File: config.mk
export PLATFORM = sky130hd
export DESIGN_NAME = ucsbece154a_memarb_flat
export DESIGN_NICKNAME = d
export VERILOG_FILES = /design/src/rtl/ucsbece154a_memarb_if.sv /design/src/rtl/ucsbece154a_memarb.sv /design/src/flat_wrapper.sv
export SDC_FILE = /design/constraint.sdc
export NUM_CORES = 1
export LEC_CHECK = 0
export ABC_AREA = 1
export CAP_MARGIN = 20
export CORE_MARGIN = 1
export CORE_UTILIZATION = 40
export CTS_BUF_LIST = sky130_fd_sc_hd__clkbuf_16
export DETAILED_ROUTE_END_ITERATION = 7
export PLACE_DENSITY_LB_ADDON = 0.05
export SKIP_CTS_REPAIR_TIMING = 1
export SLEW_MARGIN = 20
export SYNTH_ARGS = -nofsm -noshare
export SYNTH_HDL_FRONTEND = slang
export SYNTH_SLANG_ARGS = --single-unit
export TNS_END_PERCENT = 100
File: constraint.sdc
create_clock -name clk -period 1.9 [get_ports clk]
set_input_delay 0.57 -clock clk [delete_from_list [all_inputs] [get_ports clk]]
set_output_delay 0.57 -clock clk [all_outputs]
set_load 0.05 [all_outputs]
File: src/rtl/ucsbece154a_memarb_if.sv
// ----------------------------------------------------------------------------
// ucsbece154a_memarb_if
//
// Signal bundle between the unified-memory arbiter and its surroundings:
// two requester ports, the port-1 bus-lock line and the shared memory bus.
//
//   p0_* / p1_*   requester ports (req/we/addr/wdata in, rdata/ack out)
//   p1_lock_i     port 1 bus-lock request (only meaningful with MEMARB_LOCK_EN)
//   mem_*         shared memory bus (en/we/addr/wdata out, rdata in)
//   busy_o        arbiter not idle
//   grant_o       port owning the memory while busy_o is high
//
// Modports:
//   slave  - the arbiter side (ucsbece154a_memarb)
//   master - the requesters plus memory model side
// ----------------------------------------------------------------------------
interface ucsbece154a_memarb_if #(
    parameter int AW = 32
) ();

    // Port 0: core multicycle memory interface
    logic          p0_req_i;
    logic          p0_we_i;
    logic [AW-1:0] p0_addr_i;
    logic [31:0]   p0_wdata_i;
    logic [31:0]   p0_rdata_o;
    logic          p0_ack_o;

    // Port 1: loader / debug DMA
    logic          p1_req_i;
    logic          p1_we_i;
    logic [AW-1:0] p1_addr_i;
    logic [31:0]   p1_wdata_i;
    logic [31:0]   p1_rdata_o;
    logic          p1_ack_o;
    logic          p1_lock_i;

    // Shared memory bus
    logic          mem_en_o;
    logic          mem_we_o;
    logic [AW-1:0] mem_addr_o;
    logic [31:0]   mem_wdata_o;
    logic [31:0]   mem_rdata_i;

    // Status
    logic          busy_o;
    logic          grant_o;

    modport slave (
        input  p0_req_i, p0_we_i, p0_addr_i, p0_wdata_i,
        output p0_rdata_o, p0_ack_o,
        input  p1_req_i, p1_we_i, p1_addr_i, p1_wdata_i, p1_lock_i,
        output p1_rdata_o, p1_ack_o,
        output mem_en_o, mem_we_o, mem_addr_o, mem_wdata_o,
        input  mem_rdata_i,
        output busy_o, grant_o
    );

    modport master (
        output p0_req_i, p0_we_i, p0_addr_i, p0_wdata_i,
        input  p0_rdata_o, p0_ack_o,
        output p1_req_i, p1_we_i, p1_addr_i, p1_wdata_i, p1_lock_i,
        input  p1_rdata_o, p1_ack_o,
        input  mem_en_o, mem_we_o, mem_addr_o, mem_wdata_o,
        output mem_rdata_i,
        input  busy_o, grant_o
    );

endinterface

File: src/rtl/ucsbece154a_memarb.sv
// ----------------------------------------------------------------------------
// ucsbece154a_memarb
//
// Arbiter and sequencer for the unified instruction/data memory of the
// multicycle core. Two requesters (port 0 = core, port 1 = loader/debug DMA)
// share one fixed-latency memory. Every access runs IDLE -> ISSUE -> WAIT ->
// RESP; ties in IDLE are broken round-robin.
//
// Parameters:
//   LATENCY  cycles from mem_en_o high to mem_rdata_i valid (1..15)
//   AW       address width
//
// Ports:
//   clk      clock, all state updates on the rising edge
//   reset    asynchronous, active-low reset
//   bus      ucsbece154a_memarb_if.slave (requester ports, memory bus, status)
//
// Optional feature macro: MEMARB_LOCK_EN
//   When defined, port 1 may hold the memory across transactions by keeping
//   p1_lock_i high; otherwise p1_lock_i is ignored.
//
// All outputs come straight from registers.
// ----------------------------------------------------------------------------
module ucsbece154a_memarb #(
    parameter int LATENCY = 2,
    parameter int AW      = 32
) (
    input  logic                   clk,
    input  logic                   reset,
    ucsbece154a_memarb_if.slave    bus
);

    typedef enum logic [1:0] {
        S_IDLE,
        S_ISSUE,
        S_WAIT,
        S_RESP
    } state_e;

    // WAIT spans LATENCY cycles, counting LATENCY-1 down to 0.
    localparam logic [3:0] WAIT_LOAD = 4'(LATENCY - 1);

    state_e        state_q, state_d;
    logic [3:0]    cnt_q, cnt_d;
    logic          grant_q, grant_d;
    logic          last_grant_q, last_grant_d;
    logic          we_q, we_d;
    logic          busy_q, busy_d;

    logic          mem_en_q, mem_en_d;
    logic          mem_we_q, mem_we_d;
    logic [AW-1:0] mem_addr_q, mem_addr_d;
    logic [31:0]   mem_wdata_q, mem_wdata_d;

    logic          ack0_q, ack0_d;
    logic          ack1_q, ack1_d;
    logic [31:0]   rdata0_q, rdata0_d;
    logic [31:0]   rdata1_q, rdata1_d;

    logic          sel_vld;
    logic          sel_port;

`ifdef MEMARB_LOCK_EN
    logic          lock_q, lock_d;
`else
    logic          unused_lock;
    assign unused_lock = bus.p1_lock_i;
`endif

    // ------------------------------------------------------------------
    // Port selection used in IDLE
    // ------------------------------------------------------------------
    always_comb begin
        sel_vld = bus.p0_req_i | bus.p1_req_i;
        if (bus.p0_req_i && bus.p1_req_i) begin
            sel_port = ~last_grant_q;
        end else begin
            sel_port = bus.p1_req_i;
        end
`ifdef MEMARB_LOCK_EN
        // A held lock restricts the grant to port 1. Dropping p1_lock_i in
        // IDLE releases it and normal arbitration applies this same cycle.
        if (lock_q && bus.p1_lock_i) begin
            sel_vld  = bus.p1_req_i;
            sel_port = 1'b1;
        end
`endif
    end

    // ------------------------------------------------------------------
    // Next-state and output logic
    // ------------------------------------------------------------------
    always_comb begin
        state_d      = state_q;
        cnt_d        = cnt_q;
        grant_d      = grant_q;
        last_grant_d = last_grant_q;
        we_d         = we_q;
        mem_en_d     = 1'b0;
        mem_we_d     = 1'b0;
        mem_addr_d   = mem_addr_q;
        mem_wdata_d  = mem_wdata_q;
        ack0_d       = 1'b0;
        ack1_d       = 1'b0;
        rdata0_d     = rdata0_q;
        rdata1_d     = rdata1_q;
`ifdef MEMARB_LOCK_EN
        lock_d       = lock_q;
`endif

        unique case (state_q)
            S_IDLE: begin
`ifdef MEMARB_LOCK_EN
                lock_d = lock_q & bus.p1_lock_i;
`endif
                if (sel_vld) begin
                    grant_d      = sel_port;
                    last_grant_d = sel_port;
                    if (sel_port) begin
                        we_d        = bus.p1_we_i;
                        mem_addr_d  = bus.p1_addr_i;
                        mem_wdata_d = bus.p1_wdata_i;
                    end else begin
                        we_d        = bus.p0_we_i;
                        mem_addr_d  = bus.p0_addr_i;
                        mem_wdata_d = bus.p0_wdata_i;
                    end
                    // Strobe is registered, so it is raised on entry to ISSUE.
                    mem_en_d = 1'b1;
                    mem_we_d = sel_port ? bus.p1_we_i : bus.p0_we_i;
                    state_d  = S_ISSUE;
                end
            end

            S_ISSUE: begin
                cnt_d   = WAIT_LOAD;
                state_d = S_WAIT;
            end

            S_WAIT: begin
                if (cnt_q == 4'd0) begin
                    // Read data is valid now; load it straight into the
                    // granted port's rdata register alongside the ack.
                    if (!we_q) begin
                        if (grant_q) begin
                            rdata1_d = bus.mem_rdata_i;
                        end else begin
                            rdata0_d = bus.mem_rdata_i;
                        end
                    end
                    ack0_d  = ~grant_q;
                    ack1_d  = grant_q;
                    state_d = S_RESP;
                end else begin
                    cnt_d = cnt_q - 4'd1;
                end
            end

            S_RESP: begin
`ifdef MEMARB_LOCK_EN
                if (grant_q && bus.p1_lock_i) begin
                    lock_d = 1'b1;
                end
`endif
                // No grant here: the finishing requester's req is still high
                // and must not be taken as a fresh request.
                state_d = S_IDLE;
            end

            default: begin
                state_d = S_IDLE;
            end
        endcase

        busy_d = (state_d != S_IDLE);
    end

    // ------------------------------------------------------------------
    // State registers
    // ------------------------------------------------------------------
    always_ff @(posedge clk or negedge reset) begin
        if (!reset) begin
            state_q      <= S_IDLE;
            cnt_q        <= 4'd0;
            grant_q      <= 1'b0;
            last_grant_q <= 1'b1;
            we_q         <= 1'b0;
            busy_q       <= 1'b0;
            mem_en_q     <= 1'b0;
            mem_we_q     <= 1'b0;
            mem_addr_q   <= '0;
            mem_wdata_q  <= 32'd0;
            ack0_q       <= 1'b0;
            ack1_q       <= 1'b0;
            rdata0_q     <= 32'd0;
            rdata1_q     <= 32'd0;
        end else begin
            state_q      <= state_d;
            cnt_q        <= cnt_d;
            grant_q      <= grant_d;
            last_grant_q <= last_grant_d;
            we_q         <= we_d;
            busy_q       <= busy_d;
            mem_en_q     <= mem_en_d;
            mem_we_q     <= mem_we_d;
            mem_addr_q   <= mem_addr_d;
            mem_wdata_q  <= mem_wdata_d;
            ack0_q       <= ack0_d;
            ack1_q       <= ack1_d;
            rdata0_q     <= rdata0_d;
            rdata1_q     <= rdata1_d;
        end
    end

`ifdef MEMARB_LOCK_EN
    always_ff @(posedge clk or negedge reset) begin
        if (!reset) begin
            lock_q <= 1'b0;
        end else begin
            lock_q <= lock_d;
        end
    end
`endif

    assign bus.p0_rdata_o  = rdata0_q;
    assign bus.p0_ack_o    = ack0_q;
    assign bus.p1_rdata_o  = rdata1_q;
    assign bus.p1_ack_o    = ack1_q;
    assign bus.mem_en_o    = mem_en_q;
    assign bus.mem_we_o    = mem_we_q;
    assign bus.mem_addr_o  = mem_addr_q;
    assign bus.mem_wdata_o = mem_wdata_q;
    assign bus.busy_o      = busy_q;
    assign bus.grant_o     = grant_q;

endmodule
File: src/flat_wrapper.sv
// flat-port wrapper written by rule: the top's interface ports become plain ports
module ucsbece154a_memarb_flat 
#(
    parameter int LATENCY = 2,
    parameter int AW      = 32
)
  (clk, reset, bus_p0_req_i, bus_p0_we_i, bus_p0_addr_i, bus_p0_wdata_i, bus_p0_rdata_o, bus_p0_ack_o, bus_p1_req_i, bus_p1_we_i, bus_p1_addr_i, bus_p1_wdata_i, bus_p1_lock_i, bus_p1_rdata_o, bus_p1_ack_o, bus_mem_en_o, bus_mem_we_o, bus_mem_addr_o, bus_mem_wdata_o, bus_mem_rdata_i, bus_busy_o, bus_grant_o);
  ucsbece154a_memarb_if #(.AW(AW)) bus_i ();
  input  logic clk;
  input  logic reset;
  input wire logic [$bits(bus_i.p0_req_i)-1:0] bus_p0_req_i;
  input wire logic [$bits(bus_i.p0_we_i)-1:0] bus_p0_we_i;
  input wire logic [$bits(bus_i.p0_addr_i)-1:0] bus_p0_addr_i;
  input wire logic [$bits(bus_i.p0_wdata_i)-1:0] bus_p0_wdata_i;
  output wire logic [$bits(bus_i.p0_rdata_o)-1:0] bus_p0_rdata_o;
  output wire logic [$bits(bus_i.p0_ack_o)-1:0] bus_p0_ack_o;
  input wire logic [$bits(bus_i.p1_req_i)-1:0] bus_p1_req_i;
  input wire logic [$bits(bus_i.p1_we_i)-1:0] bus_p1_we_i;
  input wire logic [$bits(bus_i.p1_addr_i)-1:0] bus_p1_addr_i;
  input wire logic [$bits(bus_i.p1_wdata_i)-1:0] bus_p1_wdata_i;
  input wire logic [$bits(bus_i.p1_lock_i)-1:0] bus_p1_lock_i;
  output wire logic [$bits(bus_i.p1_rdata_o)-1:0] bus_p1_rdata_o;
  output wire logic [$bits(bus_i.p1_ack_o)-1:0] bus_p1_ack_o;
  output wire logic [$bits(bus_i.mem_en_o)-1:0] bus_mem_en_o;
  output wire logic [$bits(bus_i.mem_we_o)-1:0] bus_mem_we_o;
  output wire logic [$bits(bus_i.mem_addr_o)-1:0] bus_mem_addr_o;
  output wire logic [$bits(bus_i.mem_wdata_o)-1:0] bus_mem_wdata_o;
  input wire logic [$bits(bus_i.mem_rdata_i)-1:0] bus_mem_rdata_i;
  output wire logic [$bits(bus_i.busy_o)-1:0] bus_busy_o;
  output wire logic [$bits(bus_i.grant_o)-1:0] bus_grant_o;
  assign bus_i.p0_req_i = bus_p0_req_i;
  assign bus_i.p0_we_i = bus_p0_we_i;
  assign bus_i.p0_addr_i = bus_p0_addr_i;
  assign bus_i.p0_wdata_i = bus_p0_wdata_i;
  assign bus_p0_rdata_o = bus_i.p0_rdata_o;
  assign bus_p0_ack_o = bus_i.p0_ack_o;
  assign bus_i.p1_req_i = bus_p1_req_i;
  assign bus_i.p1_we_i = bus_p1_we_i;
  assign bus_i.p1_addr_i = bus_p1_addr_i;
  assign bus_i.p1_wdata_i = bus_p1_wdata_i;
  assign bus_i.p1_lock_i = bus_p1_lock_i;
  assign bus_p1_rdata_o = bus_i.p1_rdata_o;
  assign bus_p1_ack_o = bus_i.p1_ack_o;
  assign bus_mem_en_o = bus_i.mem_en_o;
  assign bus_mem_we_o = bus_i.mem_we_o;
  assign bus_mem_addr_o = bus_i.mem_addr_o;
  assign bus_mem_wdata_o = bus_i.mem_wdata_o;
  assign bus_i.mem_rdata_i = bus_mem_rdata_i;
  assign bus_busy_o = bus_i.busy_o;
  assign bus_grant_o = bus_i.grant_o;
  ucsbece154a_memarb #(.LATENCY(LATENCY), .AW(AW)) u_core (.clk(clk), .reset(reset), .bus(bus_i));
endmodule
# == Word-level counts from Yosys, hierarchy flattened ==
# Index checks and enable logic that the tools add are counted.
# classes
n_addsub,1
eq_ne,4
n_mux,17
bitwise_logic,4
reduce_logical,9
# ops
cell,n
$mux W32,2
$mux W1,10
$pmux W2 S4,1
$pmux W4 S2,1
$reduce_and A4 Y1,2
$eq A2 B2 Y1 const B,2
$logic_not A4 Y1,1
$mux W2,2
$mux W4,1
$reduce_and A2 Y1,2
$reduce_bool A2 Y1,2
$sub A4 B1 Y4 const B,1
$not A1 Y1,3
$eq A2 B1 Y1 const B,1
$logic_not A2 Y1,1
$ne A2 B2 Y1 const B,1
$logic_and A1 B1 Y1,1
$or A1 B1 Y1,1
# totals
reg_bits,142
output_inout_bits,134
wordCells,49

# == Depth between registers and ports, before layout ==
# depth
word_depth,5
ltp_mapped,8

# == Least setup slack after synthesis ==
# Ideal clock, no wire load.
# synth_path
path_type,reg-to-reg
start,reg u_core.state_q[0]
end,reg u_core.rdata1_q[22] (netlist: u_core.bus.p1_rdata_o[22])
arrival_time_ps,1350
required_ps,1780
setup_slack_ps,430
stages_incl_launch_ff,9
n_path_buf,1
cell_sequence,dfrtp_1 -> inv_1 -> ha_1 -> inv_2 -> nor2_4 -> nand4_4 -> buf_6 -> nand2_1 -> o21ai_2
# synth_between
elab_chain_len,2
# synth_rtl
item,line,text
from (decl),ucsbece154a_memarb.sv:43,"state_e state_q, state_d;"
from (signal assigned),ucsbece154a_memarb.sv:198,state_q <= state_d;
$eq A2 B2 Y1,ucsbece154a_memarb.sv:111,unique case (state_q)
$reduce_and A4 Y1 (no line),--,
to (signal assigned),ucsbece154a_memarb.sv:211,rdata1_q <= rdata1_d;
to (decl),ucsbece154a_memarb.sv:58,"logic [31:0] rdata1_q, rdata1_d;"
# Every way passes these cells.
# A chain may end at the register's enable or synchronous reset.

# == Final worst setup path ==
# layout_path
start,reg u_core.grant_q (netlist: u_core.bus.grant_o)
end,out bus_grant_o
# layout_lines
item,line,text
from (decl),ucsbece154a_memarb.sv:45,"logic grant_q, grant_d;"
from (signal assigned),ucsbece154a_memarb.sv:200,grant_q <= grant_d;
to (decl),flat_wrapper.sv:30,output wire logic [$bits(bus_i.grant_o)-1:0] bus_grant_o;
# No word-level cell between the ends.

==> results list <==
- The flow ran to the end, and the final reports show no timing, DRC or antenna violations.
- Layout overhead on the synthesized area: 55.4%
* Final Core Density: 64.8%
- In this run the static leakage power is 5.21 nW.
- Syn nets: 895
* Required arrival time at the worst endpoint: 1.33 ns
- The number of failing hold endpoints at the final stage came to 0.
- Worst path bufs/invs: 1
- CP max-delay cell: sky130_fd_sc_hd__dfrtp_1
- Antenna cell count: 0
* Area of combinational cells with multiple inputs: 2210 um2
- Least-Margin Pin Slew: 0.430 ns
- The worst setup path is of the reg -> out kind.
- Total via count after detailed routing: 5581
* Number of primary I/O pins: 301
- The library cell used most frequently in the layout, excluding fill and tap cells, is sky130_fd_sc_hd__nand2_1.
* Slowest Stage Delay on Critical Path: 0.48 ns
- The worst path meets setup with 0.257 ns of slack.
- Once detail routing completed, the nets flagged for antenna violations numbered 0.
- Maximum root-to-sink buffer count: 2
* Global route hottest layer: met2
- Biggest fanout along the worst timing path: 5
- Half-perimeter wire length of the detailed placement result: 12500 um
- Overall die width: 129 um
- Worst hold-check slack: 0.0827 ns
* Clock latency on the worst-skew pair: 0.42 ns
- For this run, global-route usage on met1 was measured as 25.0%.
* Global routing usage on met3: 7.40%
- Top library cells by usage in the layout, fill and taps aside: sky130_fd_sc_hd__nand2_1 (272), sky130_fd_sc_hd__clkdlybuf4s50_1 (164), sky130_fd_sc_hd__buf_4 (141), sky130_fd_sc_hd__dfrtp_1 (141), sky130_fd_sc_hd__inv_1 (105)
- Prior to clock tree synthesis, the placed netlist has a worst setup slack of -0.0264 ns.
- In this run, the number of DRC markers left after iteration 0 of detailed routing was 210.
* Number of port buffers: 299
- DRC viols: 0
- Derived from the worst setup path, the maximum achievable clock frequency is 0.609 GHz.
- The first detailed-routing pass took 4 iterations.
* Power density over cell area: 2010 nW/um2
* Detail-routed via count per cell: 4.48
- Total power of the final layout: 0.0200 W
* Gr ovfl total: 0
* Share of synthesized area occupied by flip-flops and latches: 55.3%
* Final Routed Wirelength: 16900 um
- Die span in y: 129 um
- The worst setup path is launched from a register.
- Number of max-cap violations: 0
* Initial antenna violation count: 0
- Number of global-route vias before repair: 5282
* Wire length of the first global-routing pass: 26600 um
* TritonCTS sink count: 142
- Averaged over all synthesized cells, the footprint is 8.88 um2.
- Number of flops mapped to enable cells by yosys: 0
- H-tree level count: 4
- TritonCTS built the clock tree.
- Sequential standard cell area: 3550 um2
* Global Route met2 Usage: 34.8%
* Post-layout net count: 1193
- Final period util: 86.5%
* Number of rows in the core area: 45
- Number of distinct standard cells referenced by the synthesized netlist: 25
- IR analysis of the VDD net gives a maximum drop of 0.866 mV.
- Share of synthesized flip-flops with an asynchronous set or reset: 100%
* Worst Setup End Kind: output port
* Proportion of layout cells with a drive suffix above 1: 22.8%
- The clock period could shrink to 1.64 ns.
- Crit-path leading delay family: flip-flops
- Entering global routing, the biggest net connects 65 pins.
* Cell chain of the critical path: buf_12
- Summing every instance area after synthesis gives 6430 um2.
- Switching fraction of total power: 49.9%
- Die Area: 16600 um2
- Clock-pin transition on the worst setup and hold timing paths: 0.06 ns
- Int Pwr: 0.0100 W
- In the final routed layout, each cell accounts on average for 13.6 um.
- Effective utilization at floorplan: 41.7%
- Global routing used 20.9% of the available tracks.
- Yosys warning total: 0
- Of the total power, the clock network draws 16.3%.
- Number of synthesized register bits: 142
- For the final database, setup skew stands at 0.0104 ns.
* Post-Synthesis Cells: 724
* Core footprint: 15400 um2
* Final TNS setup: 0 ns
- The count of final max-slew check failures came to 0.
* Most instantiated flip-flop cell in the synthesis netlist: sky130_fd_sc_hd__dfrtp_1
- At the end of routability-driven placement, the weighted congestion stood at 0.778.
- The cell sitting at the root of the clock tree is a sky130_fd_sc_hd__clkbuf_16.
- Portion of total power attributed to combinational logic: 56.8%
- Setup repair after global routing left no endpoint under its margin.
- TritonCTS created 17 clock buffers.
- In this run the worst hold path is classified as in -> async.
- Count of final setup violators: 0
* Switch Pwr: 0.0100 W
- The worst pin sits at a relative slew slack of 71.4%.
- Worst Path Arrival: 1.07 ns
- In this run, flip-flops and latches consume 27.0% of the power.
* Fill count: 1372
-- final timing paths --
kind	from	endpoint	slack, ns	cells past startpoint
max	u_core.bus.grant_o	bus_grant_o	0.26	1
min in group clk	u_core.last_grant_q	u_core.last_grant_q	0.47	2
max in group asynchronous	reset	u_core.bus.mem_wdata_o[11]	1.29	2
min reg2reg	u_core.last_grant_q	u_core.last_grant_q	0.47	2
max reg2reg	u_core.state_q[0]	u_core.bus.p0_rdata_o[21]	0.31	8
min	reset	u_core.bus.p0_rdata_o[4]	0.08	1
-- worst reg2reg max path, cell delays in order, from the launching register on --
cell                      delay [ns]
sky130_fd_sc_hd__dfrtp_1        0.38
sky130_fd_sc_hd__inv_1          0.10
sky130_fd_sc_hd__ha_1           0.26
sky130_fd_sc_hd__inv_2          0.09
sky130_fd_sc_hd__nor2_2         0.18
sky130_fd_sc_hd__nand2_4        0.07
sky130_fd_sc_hd__buf_12         0.18
sky130_fd_sc_hd__nand2_1        0.14
sky130_fd_sc_hd__o21ai_1        0.07
-- power groups by stage --
stage | combinational [W] | sequential, W | clock, W
3_5_place_dp | 0.0115 | 0.00541 | 0
2_1_floorplan | 0.00278 | 0.0103 | 0
3_3_place_gp | 0.0114 | 0.00539 | 0
5_1_grt | 0.0121 | 0.00559 | 0.00347
6_report | 0.0114 | 0.00541 | 0.00326
4_1_cts | 0.0115 | 0.00542 | 0.00335
-- registers in the layout, summed over array words and instances, names as in the netlist, 2 cells and up --
signal                  flops
u_core.cnt_q                4
u_core.bus.mem_wdata_o     32
u_core.bus.mem_addr_o      32
u_core.state_q              2
u_core.bus.p0_rdata_o      32
u_core.bus.p1_rdata_o      32
-- through the flow --
step,cell area [um2],instances
CTS,9990,1246
global placement,9410,1214
finish,9990,1246
floorplan,6430,724
detailed placement,9410,1214
global route,9990,1246
-- final cells by class --
type | instances | share of cell area, %
Clock inverter | 15 | 1.59
Clock buffer | 17 | 4.26
Multi-Input combinational cell | 433 | 22.1
Inverter | 109 | 4.10
Tap cell | 211 | 2.64
Sequential cell | 142 | 35.6
Timing Repair Buffer | 319 | 29.7
-- Yosys cell counts, types with 5 or more instances --
cell                       count  area, um2
sky130_fd_sc_hd__nand2_1     273       1020
sky130_fd_sc_hd__dfrtp_1     141       3530
sky130_fd_sc_hd__inv_1       105        394
sky130_fd_sc_hd__o211ai_1     64        480
sky130_fd_sc_hd__o21ai_2      38        333
sky130_fd_sc_hd__o21ai_1      27        135
sky130_fd_sc_hd__buf_2        19       95.1
sky130_fd_sc_hd__buf_6        12        135
sky130_fd_sc_hd__clkbuf_1      7       26.3
sky130_fd_sc_hd__nor2_1        7       26.3
sky130_fd_sc_hd__nand3_1       5       25.0
sky130_fd_sc_hd__o21ai_0       5       25.0
-- routing by layer --
layer	part of all wire (%)	wire, um	vias to the layer above
li1	-	-	2872
met1	42	7020	2493
met2	48	8130	196
met3	8.6	1450	20
met4	1.7	293	0
met5	0	0	-
-- cell families after synthesis --
group | after synthesis | synth area share (%)
compound gates | 136 | 15.3
simple gates | 293 | 18.0
fa+ha+maj | 4 | 0.779
buf+inv | 149 | 10.6
flops | 142 | 55.3
(Power assumes the default switching activity.)
